==> src/rtl/umem_port_arbiter_if.sv <==
// Handshake and memory-side bundle shared by the fetch/data requesters,
// the unified memory and the port arbiter between them.
interface umem_port_arbiter_if #(
    parameter int ADDR_W = 6
);
    logic              if_req;
    logic [31:0]       if_addr;
    logic              if_gnt;
    logic              if_stall;
    logic              if_valid;
    logic              if_err;
    logic [31:0]       if_rdata;

    logic              dm_req;
    logic              dm_we;
    logic [2:0]        dm_funct3;
    logic [31:0]       dm_addr;
    logic [31:0]       dm_wdata;
    logic              dm_gnt;
    logic              dm_valid;
    logic              dm_err;
    logic [31:0]       dm_rdata;

    logic [ADDR_W-1:0] mem_addr;
    logic              mem_read;
    logic              mem_write;
    logic [2:0]        mem_funct3;
    logic [31:0]       mem_wdata;
    logic [31:0]       mem_rdata;

    modport slave (
        input  if_req, if_addr,
        output if_gnt, if_stall, if_valid, if_err, if_rdata,
        input  dm_req, dm_we, dm_funct3, dm_addr, dm_wdata,
        output dm_gnt, dm_valid, dm_err, dm_rdata,
        output mem_addr, mem_read, mem_write, mem_funct3, mem_wdata,
        input  mem_rdata
    );

    modport master (
        output if_req, if_addr,
        input  if_gnt, if_stall, if_valid, if_err, if_rdata,
        output dm_req, dm_we, dm_funct3, dm_addr, dm_wdata,
        input  dm_gnt, dm_valid, dm_err, dm_rdata,
        input  mem_addr, mem_read, mem_write, mem_funct3, mem_wdata,
        output mem_rdata
    );
endinterface

==> src/rtl/umem_port_arbiter.sv <==
// Single-port unified memory arbiter: data first, fetch forced through
// after MAX_FETCH_WAIT denied cycles; responses registered one cycle later.
module umem_port_arbiter #(
    parameter int MAX_FETCH_WAIT = 4,
    parameter int ADDR_W         = 6
) (
    input logic                clk,
    input logic                rst_n,
    umem_port_arbiter_if.slave bus
);
    localparam logic [3:0] WAIT_MAX = 4'(MAX_FETCH_WAIT);

    typedef enum logic [1:0] {
        OWN_NONE,
        OWN_IF,
        OWN_DM
    } owner_e;

    owner_e      owner_q, owner_d;
    logic [3:0]  wait_cnt_q, wait_cnt_d;
    logic        err_q, err_d;
    logic [31:0] if_rdata_q, if_rdata_d;
    logic [31:0] dm_rdata_q, dm_rdata_d;

    logic if_fault;
    logic dm_fault;
    logic dm_f3_bad;
    logic starved;
    logic if_gnt;
    logic dm_gnt;

    always_comb begin
        if_fault = (|bus.if_addr[31:ADDR_W+2]) | (|bus.if_addr[1:0]);
        if (bus.dm_we)
            dm_f3_bad = bus.dm_funct3 > 3'b010;
        else
            dm_f3_bad = bus.dm_funct3 inside {3'b011, 3'b110, 3'b111};
        dm_fault = (|bus.dm_addr[31:ADDR_W+2]) | (|bus.dm_addr[1:0])
                 | dm_f3_bad;
        starved  = wait_cnt_q == WAIT_MAX;
        dm_gnt   = rst_n & bus.dm_req & ~(bus.if_req & starved);
        if_gnt   = rst_n & bus.if_req & ~dm_gnt;
    end

    // Faulted grants are consumed without touching the memory.
    always_comb begin
        bus.mem_addr   = '0;
        bus.mem_read   = 1'b0;
        bus.mem_write  = 1'b0;
        bus.mem_funct3 = 3'b000;
        bus.mem_wdata  = '0;
        if (dm_gnt && !dm_fault) begin
            bus.mem_addr   = bus.dm_addr[ADDR_W+1:2];
            bus.mem_read   = ~bus.dm_we;
            bus.mem_write  = bus.dm_we;
            bus.mem_funct3 = bus.dm_funct3;
            bus.mem_wdata  = bus.dm_wdata;
        end else if (if_gnt && !if_fault) begin
            bus.mem_addr   = bus.if_addr[ADDR_W+1:2];
            bus.mem_read   = 1'b1;
            bus.mem_funct3 = 3'b010;
        end
    end

    always_comb begin
        owner_d    = OWN_NONE;
        err_d      = 1'b0;
        if_rdata_d = if_rdata_q;
        dm_rdata_d = dm_rdata_q;
        wait_cnt_d = wait_cnt_q;
        if (!bus.if_req || if_gnt)
            wait_cnt_d = '0;
        else if (!starved)
            wait_cnt_d = wait_cnt_q + 4'd1;
        if (dm_gnt) begin
            owner_d    = OWN_DM;
            err_d      = dm_fault;
            dm_rdata_d = (dm_fault || bus.dm_we) ? '0 : bus.mem_rdata;
        end else if (if_gnt) begin
            owner_d    = OWN_IF;
            err_d      = if_fault;
            if_rdata_d = if_fault ? '0 : bus.mem_rdata;
        end
    end

    always_ff @(posedge clk) begin
        if (!rst_n) begin
            owner_q    <= OWN_NONE;
            wait_cnt_q <= '0;
            err_q      <= 1'b0;
            if_rdata_q <= '0;
            dm_rdata_q <= '0;
        end else begin
            owner_q    <= owner_d;
            wait_cnt_q <= wait_cnt_d;
            err_q      <= err_d;
            if_rdata_q <= if_rdata_d;
            dm_rdata_q <= dm_rdata_d;
        end
    end

    assign bus.if_gnt   = if_gnt;
    assign bus.dm_gnt   = dm_gnt;
    assign bus.if_stall = bus.if_req & ~if_gnt;
    assign bus.if_valid = owner_q == OWN_IF;
    assign bus.dm_valid = owner_q == OWN_DM;
    assign bus.if_err   = bus.if_valid & err_q;
    assign bus.dm_err   = bus.dm_valid & err_q;
    assign bus.if_rdata = if_rdata_q;
    assign bus.dm_rdata = dm_rdata_q;
endmodule

==> src/flat_wrapper.sv <==
// flat-port wrapper written by rule: the top's interface ports become plain ports
module umem_port_arbiter_flat 
#(
    parameter int MAX_FETCH_WAIT = 4,
    parameter int ADDR_W         = 6
)
  (clk, rst_n, bus_if_req, bus_if_addr, bus_if_gnt, bus_if_stall, bus_if_valid, bus_if_err, bus_if_rdata, bus_dm_req, bus_dm_we, bus_dm_funct3, bus_dm_addr, bus_dm_wdata, bus_dm_gnt, bus_dm_valid, bus_dm_err, bus_dm_rdata, bus_mem_addr, bus_mem_read, bus_mem_write, bus_mem_funct3, bus_mem_wdata, bus_mem_rdata);
  umem_port_arbiter_if #(.ADDR_W(ADDR_W)) bus_i ();
  input logic clk;
  input logic rst_n;
  input wire logic [$bits(bus_i.if_req)-1:0] bus_if_req;
  input wire logic [$bits(bus_i.if_addr)-1:0] bus_if_addr;
  output wire logic [$bits(bus_i.if_gnt)-1:0] bus_if_gnt;
  output wire logic [$bits(bus_i.if_stall)-1:0] bus_if_stall;
  output wire logic [$bits(bus_i.if_valid)-1:0] bus_if_valid;
  output wire logic [$bits(bus_i.if_err)-1:0] bus_if_err;
  output wire logic [$bits(bus_i.if_rdata)-1:0] bus_if_rdata;
  input wire logic [$bits(bus_i.dm_req)-1:0] bus_dm_req;
  input wire logic [$bits(bus_i.dm_we)-1:0] bus_dm_we;
  input wire logic [$bits(bus_i.dm_funct3)-1:0] bus_dm_funct3;
  input wire logic [$bits(bus_i.dm_addr)-1:0] bus_dm_addr;
  input wire logic [$bits(bus_i.dm_wdata)-1:0] bus_dm_wdata;
  output wire logic [$bits(bus_i.dm_gnt)-1:0] bus_dm_gnt;
  output wire logic [$bits(bus_i.dm_valid)-1:0] bus_dm_valid;
  output wire logic [$bits(bus_i.dm_err)-1:0] bus_dm_err;
  output wire logic [$bits(bus_i.dm_rdata)-1:0] bus_dm_rdata;
  output wire logic [$bits(bus_i.mem_addr)-1:0] bus_mem_addr;
  output wire logic [$bits(bus_i.mem_read)-1:0] bus_mem_read;
  output wire logic [$bits(bus_i.mem_write)-1:0] bus_mem_write;
  output wire logic [$bits(bus_i.mem_funct3)-1:0] bus_mem_funct3;
  output wire logic [$bits(bus_i.mem_wdata)-1:0] bus_mem_wdata;
  input wire logic [$bits(bus_i.mem_rdata)-1:0] bus_mem_rdata;
  assign bus_i.if_req = bus_if_req;
  assign bus_i.if_addr = bus_if_addr;
  assign bus_if_gnt = bus_i.if_gnt;
  assign bus_if_stall = bus_i.if_stall;
  assign bus_if_valid = bus_i.if_valid;
  assign bus_if_err = bus_i.if_err;
  assign bus_if_rdata = bus_i.if_rdata;
  assign bus_i.dm_req = bus_dm_req;
  assign bus_i.dm_we = bus_dm_we;
  assign bus_i.dm_funct3 = bus_dm_funct3;
  assign bus_i.dm_addr = bus_dm_addr;
  assign bus_i.dm_wdata = bus_dm_wdata;
  assign bus_dm_gnt = bus_i.dm_gnt;
  assign bus_dm_valid = bus_i.dm_valid;
  assign bus_dm_err = bus_i.dm_err;
  assign bus_dm_rdata = bus_i.dm_rdata;
  assign bus_mem_addr = bus_i.mem_addr;
  assign bus_mem_read = bus_i.mem_read;
  assign bus_mem_write = bus_i.mem_write;
  assign bus_mem_funct3 = bus_i.mem_funct3;
  assign bus_mem_wdata = bus_i.mem_wdata;
  assign bus_i.mem_rdata = bus_mem_rdata;
  umem_port_arbiter #(.MAX_FETCH_WAIT(MAX_FETCH_WAIT), .ADDR_W(ADDR_W)) u_core (.clk(clk), .rst_n(rst_n), .bus(bus_i));
endmodule
==> config.mk <==
export PLATFORM = sky130hd
export DESIGN_NAME = umem_port_arbiter_flat
export DESIGN_NICKNAME = d
export VERILOG_FILES = /design/src/rtl/umem_port_arbiter_if.sv /design/src/rtl/umem_port_arbiter.sv /design/src/flat_wrapper.sv
export SDC_FILE = /design/constraint.sdc
export NUM_CORES = 1
export LEC_CHECK = 0
export CAP_MARGIN = 20
export CORE_ASPECT_RATIO = 0.75
export CORE_MARGIN = 2
export CORE_UTILIZATION = 31
export DETAILED_ROUTE_END_ITERATION = 12
export PLACE_DENSITY = 0.8
export SETUP_SLACK_MARGIN = 0.02
export SLEW_MARGIN = 20
export SYNTH_ARGS = -nofsm -noshare
export SYNTH_HDL_FRONTEND = slang
export SYNTH_SLANG_ARGS = --single-unit
==> constraint.sdc <==
create_clock -name clk -period 2 [get_ports clk]
set_clock_uncertainty 0.1 [all_clocks]
set_input_delay 0.3 -clock clk [delete_from_list [all_inputs] [get_ports clk]]
set_output_delay 0.3 -clock clk [all_outputs]
set_load 0.005 [all_outputs]
# Word level (Yosys, flattened, before mapping)
# Cells that the tools add are included.
word_totals:
  reg_bits: 71
  input_bits: 136
op_classes:
  bitwise: 16
  add_sub_neg: 1
  order_cmp: 1
  n_reduce_logical: 15
  eq_ne: 6
  mux: 15
ops:
  columns: ["cell", "n"]
  rows:
  - ["$mux 32", 3]
  - ["$reduce_or 24->1", 2]
  - ["$mux 6", 2]
  - ["$and 1x1->1", 8]
  - ["$reduce_or 2->1", 4]
  - ["$mux 1", 7]
  - ["$eq 3x3->1 const B", 2]
  - ["$not 1->1", 5]
  - ["$add 4x1->4 const B", 1]
  - ["$eq 4x3->1 const B", 1]
  - ["$mux 2", 2]
  - ["$eq 3x2->1 const B", 1]
  - ["$gt 3x2->1 const B", 1]
  - ["$logic_not 1->1", 3]
  - ["$mux 3", 1]
  - ["$or 1x1->1", 3]
  - ["$reduce_bool 3->1", 1]
  - ["$eq 2x1->1 const B", 1]
  - ["$eq 2x2->1 const B", 1]
  - ["$logic_and 1x1->1", 2]
  - ["$logic_or 1x1->1", 2]
  - ["$reduce_and 2->1", 1]

# Depth between registers and ports, before layout
depth:
  ltp_word: 9
  mapped_depth: 8

# Least setup slack after synthesis
# OpenSTA, ideal clock, no wires.
synth_timing:
  path_type: "reg2out"
  from: "register u_core.wait_cnt_q[0]"
  to: "output bus_mem_funct3[0]"
  stages_incl_launch_ff: 8
  setup_slack_ns: 0.122
  required_ns: 1.600
  arrival_ns: 1.478
  cell_sequence: "dfxtp_1 inv_1 ha_1 nand3b_4 o211ai_4 nor3_4 clkbuf_1 and2_1"
synth_via:
  elab_chain_len: 6
synth_lines:
  columns: ["element", "line", "source"]
  rows:
  - ["start: declaration", "umem_port_arbiter.sv:20", "logic [3:0] wait_cnt_q, wait_cnt_d;"]
  - ["start signal: assignment", "umem_port_arbiter.sv:95", "wait_cnt_q <= wait_cnt_d;"]
  - ["$eq 4x3->1", "umem_port_arbiter.sv:40", "starved = wait_cnt_q == WAIT_MAX;"]
  - ["$and 1x1->1", "umem_port_arbiter.sv:41", "dm_gnt = rst_n & bus.dm_req & ~(bus.if_req & starved);"]
  - ["$not 1->1", "umem_port_arbiter.sv:41", null]
  - ["$and 1x1->1", "umem_port_arbiter.sv:41", null]
  - ["$logic_and 1x1->1", "umem_port_arbiter.sv:52", "if (dm_gnt && !dm_fault) begin"]
  - ["$mux 3", "umem_port_arbiter.sv:52", null]
  - ["end: declaration", "flat_wrapper.sv:30", "output wire logic [$bits(bus_i.mem_funct3)-1:0] bus_mem_funct3;"]
# No other way between the ends.

# Final worst setup path
layout_timing:
  from: "register u_core.wait_cnt_q[0]"
  to: "output bus_mem_addr[4]"
layout_via:
  elab_chain_len: 9
layout_lines:
  columns: ["element", "line", "source"]
  rows:
  - ["$eq 4x3->1 *", "umem_port_arbiter.sv:40", null]
  - ["$and 1x1->1 *", "umem_port_arbiter.sv:41", null]
  - ["$not 1->1 *", "umem_port_arbiter.sv:41", null]
  - ["$and 1x1->1 *", "umem_port_arbiter.sv:41", null]
  - ["$not 1->1", "umem_port_arbiter.sv:42", "if_gnt = rst_n & bus.if_req & ~dm_gnt;"]
  - ["$and 1x1->1", "umem_port_arbiter.sv:42", null]
  - ["$logic_and 1x1->1", "umem_port_arbiter.sv:58", "end else if (if_gnt && !if_fault) begin"]
  - ["$mux 6", "umem_port_arbiter.sv:58", null]
  - ["$mux 6 *", "umem_port_arbiter.sv:52", null]
  - ["end: declaration", "flat_wrapper.sv:27", "output wire logic [$bits(bus_i.mem_addr)-1:0] bus_mem_addr;"]
# Every way passes the cells marked *; elsewhere a longest branch is shown, timed or not.

==> impl_metrics.py <==
metrics = {
    "critical_path": {
        "crit_family": "buffers and inverters",
        "cpPeakStageDelay_ns": 0.32,
        "worst_path_most_repeated_cell": "buf_6",
        "r2r_slack_ns": 0.05,
        "worstPathCellList": "inv_2, ha_4, nand3b_4, o211ai_4, buf_6, buf_6, clkinv_8, buf_6, buf_6, nand2_2, o22ai_2, buf_2",
        "r2r_cells": 10,
        "worst-endpoint-arrival_ns": 1.97,
        "cp.depth": 12,
        "criticalPathCategory": "flip-flop to output pin",
        "path_buf_inv": 7,
        "crit_fanout": 5,
        "start_kind": "flip-flop",
        "critPathCaptureType": "output pin",
        "cp_slowest_cell": "dfxtp_2",
        "critPathRequiredTime_ns": 1.60,
    },
    "cells_and_area": {
        "layout-drive-gt1-share_pct": 36.14,
        "area.growth.synth_to_final_pct": 128.1,
        "utilization_pct": 72.27,
        "fill_cells": 632,
        "final_nets": 703,
    },
    "floorplanning": {
        "ios": 250,
        "start_util_pct": 31.69,
        "die_y_um": 86.93,
        "fp.dieW_um": 114.6,
        "core_sq_mm": 0.008971,
        "fp.dieArea_sq_mm": 0.009960,
        "rows": 30,
    },
    "power_and_ir_drop": {
        "p_switching_mw": 0.7135,
        "p_comb_share_pct": 12.7,
        "finalPower_mw": 3.304,
        "p_per_area_mw_per_mm2": 509.6,
        "sequentialPowerShare_pct": 43.0,
        "ir_drop_mv": 0.5525,
        "clockPowerShare_pct": 44.3,
        "power.internal_mw": 2.591,
        "switching_share_pct": 21.59,
        "p_leak_nw": 2.710,
    },
    "global_route": {
        "grt_pass1_vias": 3399,
        "grt_overflow": 0,
        "grt_max_degree": 33,
        "grtUsageTotal_pct": 24.09,
        "antenna_found_initial": 1,
        "grt_pass1_wl_mm": 18.36,
    },
    "placed_design": {
        "gp_congestion": 0.9188,
        "dpl_worst_slack_ns": -0.8668,
        "io_buffers": 249,
        "hpwl_mm": 8.536,
    },
    "routing": {
        "wl_mm": 13.10,
        "num_vias": 3375,
        "wl_per_cell_um": 19.18,
        "drc": 0,
        "firstDrtPassIters": 4,
        "drtIter0Drc": 162,
        "final_antenna_net_count": 0,
        "via_per_inst": 4.941,
    },
    "timing": {
        "fin_crit_ns": 2.373,
        "relSlewSlack_pct": 81.18,
        "final_max_slew_viol_count": 0,
        "fin_crit_sh_pct": 118.6,
        "rsz0062_at_grt": "yes",
        "max_slew.worst_pin.slew_ns": 0.2799,
        "fmax_ghz": 0.4215,
        "setup_slack_ns": -0.3727,
        "hold_viol": 0,
        "setup_viol": 45,
    },
    "min_path": {
        "holdPathStages": 1,
        "hold_path.class": "flip-flop to flip-flop",
    },
    "logic_synthesis": {
        "synth.top_cell.area_share_pct": 50.00,
        "avgSynthCellArea_sq_um": 10.69,
        "syn_area_sq_mm": 0.002843,
        "synth.largest_area_cell": "dfxtp_1",
        "synth_edf_count": 0,
        "ys_types": 32,
        "yosys_warnings": 0,
        "synth_nets": 404,
        "seq_area_frac_synth_pct": 50.00,
        "synthCells": 266,
        "synth_ff_type": "dfxtp_1",
        "netlist_top_cells_area": "dfxtp_1, a22o_1, and2_1",
        "synth-seq-cells": 71,
        "ys_async_sr_fraction_pct": 0,
    },
    "clocking": {
        "clock_latency_ns": 0.32,
        "clkSinkCount": 71,
        "clk_pin_slew_ns": 0.05,
        "numCtsBuffers": 9,
        "cts_max_path_buffers": 2,
        "cts_tree": "yes",
        "cts_root_buf": "clkbuf_16",
        "htreeDepth": 3,
    },
    "run": {
        "drv_cap": 0,
    },
    "run_status": {
        "status": "finished, violations left",
        "violations": "setup timing",
    },
}
power groups by stage:
stage	Combinational, mW	Clock [mW]	Sequential (mW)
finish	0.419	1.46	1.42
floorplan	0.0612	0	1.45
detailed placement	0.395	0	1.45
global route	0.441	1.55	1.42
CTS	0.400	1.50	1.42
global placement	0.389	0	1.45
per-stage QoR:
| stage | TNS [ns] | hold slack (ns) | cells | area, sq um |
|---|---|---|---|---|
| global placement | -42.25 | 0.3562 | 632 | 5603 |
| detailed placement | -47.58 | 0.3543 | 632 | 5603 |
| global route | -15.33 | 0.3882 | 683 | 6484 |
| floorplan | 0 | 0.3255 | 266 | 2843 |
| CTS | -12.85 | 0.3754 | 674 | 6275 |
| finish | -11.96 | 0.3729 | 683 | 6484 |
worst paths after layout:
path                          start                       to
min          u_core.bus.dm_rdata[0]   u_core.bus.dm_rdata[0]
min reg2reg  u_core.bus.dm_rdata[0]   u_core.bus.dm_rdata[0]
max reg2reg    u_core.wait_cnt_q[0]  u_core.bus.if_rdata[27]
max            u_core.wait_cnt_q[0]          bus_mem_addr[4]
logic make-up after synthesis:
kind of cell / after synthesis / share of synthesized area [%]
AO/OA/AOI/OAI: 79 / 23.68
adder cells (fa/ha/maj): 2 / 0.8801
flip-flops: 71 / 50.00
buffers and inverters: 27 / 5.413
AND/OR/NAND/NOR: 86 / 19.72
XOR/XNOR: 1 / 0.3082
metal layers:
metal | GRT usage (%) | vias up | wire (um)
li1 | - | 1585 | -
met1 | 28.23 | 1609 | 5252
met2 | 41.04 | 151 | 6509
met3 | 8.351 | 30 | 965
met4 | 8.869 | 0 | 374
met5 | 0 | - | 0
final cells by class:
| type | count | area, sq um | area share [%] |
|---|---|---|---|
| timing repair buffer | 306 | 3080 | 47.51 |
| inverter | 8 | 47.55 | 0.7333 |
| clock buffer | 13 | 260.3 | 4.014 |
| sequential | 71 | 1424 | 21.96 |
| clock inverter | 3 | 17.52 | 0.2702 |
| tap | 112 | 140.1 | 2.161 |
| antenna | 1 | 2.502 | 0.03860 |
| multi-input combinational | 169 | 1511 | 23.31 |
state kept, by name, indices dropped and copies added (netlist names):
register and count:
u_core.bus.dm_rdata 32, u_core.wait_cnt_q 4, u_core.bus.if_rdata 32, u_core.owner_q 2
u_core.err_q 1
worst register-to-register path, stage by stage, from the launching register on:
cell,delay (ns)
dfxtp_2,0.32
inv_2,0.06
ha_4,0.14
nand3b_4,0.10
buf_4,0.15
a21o_4,0.21
buf_6,0.14
nor3_4,0.21
buf_12,0.15
clkbuf_16,0.16
a22o_1,0.15
cells in the mapped netlist, types with 2 or more instances:
library cell and number:
clkbuf_1 9, ha_1 2, nor4_2 2, nand2_1 14, or2_1 2, nor4_1 9
nand3_1 2, nor2_1 6, nand4_1 3, buf_6 4, buf_4 6, a22o_1 65
inv_1 6, dfxtp_1 71, o22ai_1 7, and2_1 37, nor2b_1 3, a21oi_1 2
nor4_4 2, clkinv_1 2
timing repair:
item | 4_1_cts | 5_1_grt
endpoints found under the hold margin | 0 | 0
gates cloned | 5 | 3
resized for setup | 375 | 31
setup buffers | 21 | 8
hold buffers | 0 | 0
pin swaps | 74 | 15
endpoints found under the setup margin | 46 | 77
layout by cell type (no fill, tap or decap), types with 3 or more instances in the layout:
cell type and count:
buf_2 20, buf_6 54, dlygate4sd2_1 24, buf_16 3, clkbuf_16 11, nand2_1 7, and2_1 4, o22ai_2 3
nor4_4 3, dfxtp_1 69, inv_1 4, buf_12 7, o22ai_1 4, or2_4 3, and2_4 34, nand4_1 3
clkdlybuf4s50_1 154, nor2_1 6, buf_4 27, nand2_2 6, clkdlybuf4s15_1 12, nor4_2 9, a22o_1 65
(Power assumes the default switching activity.)
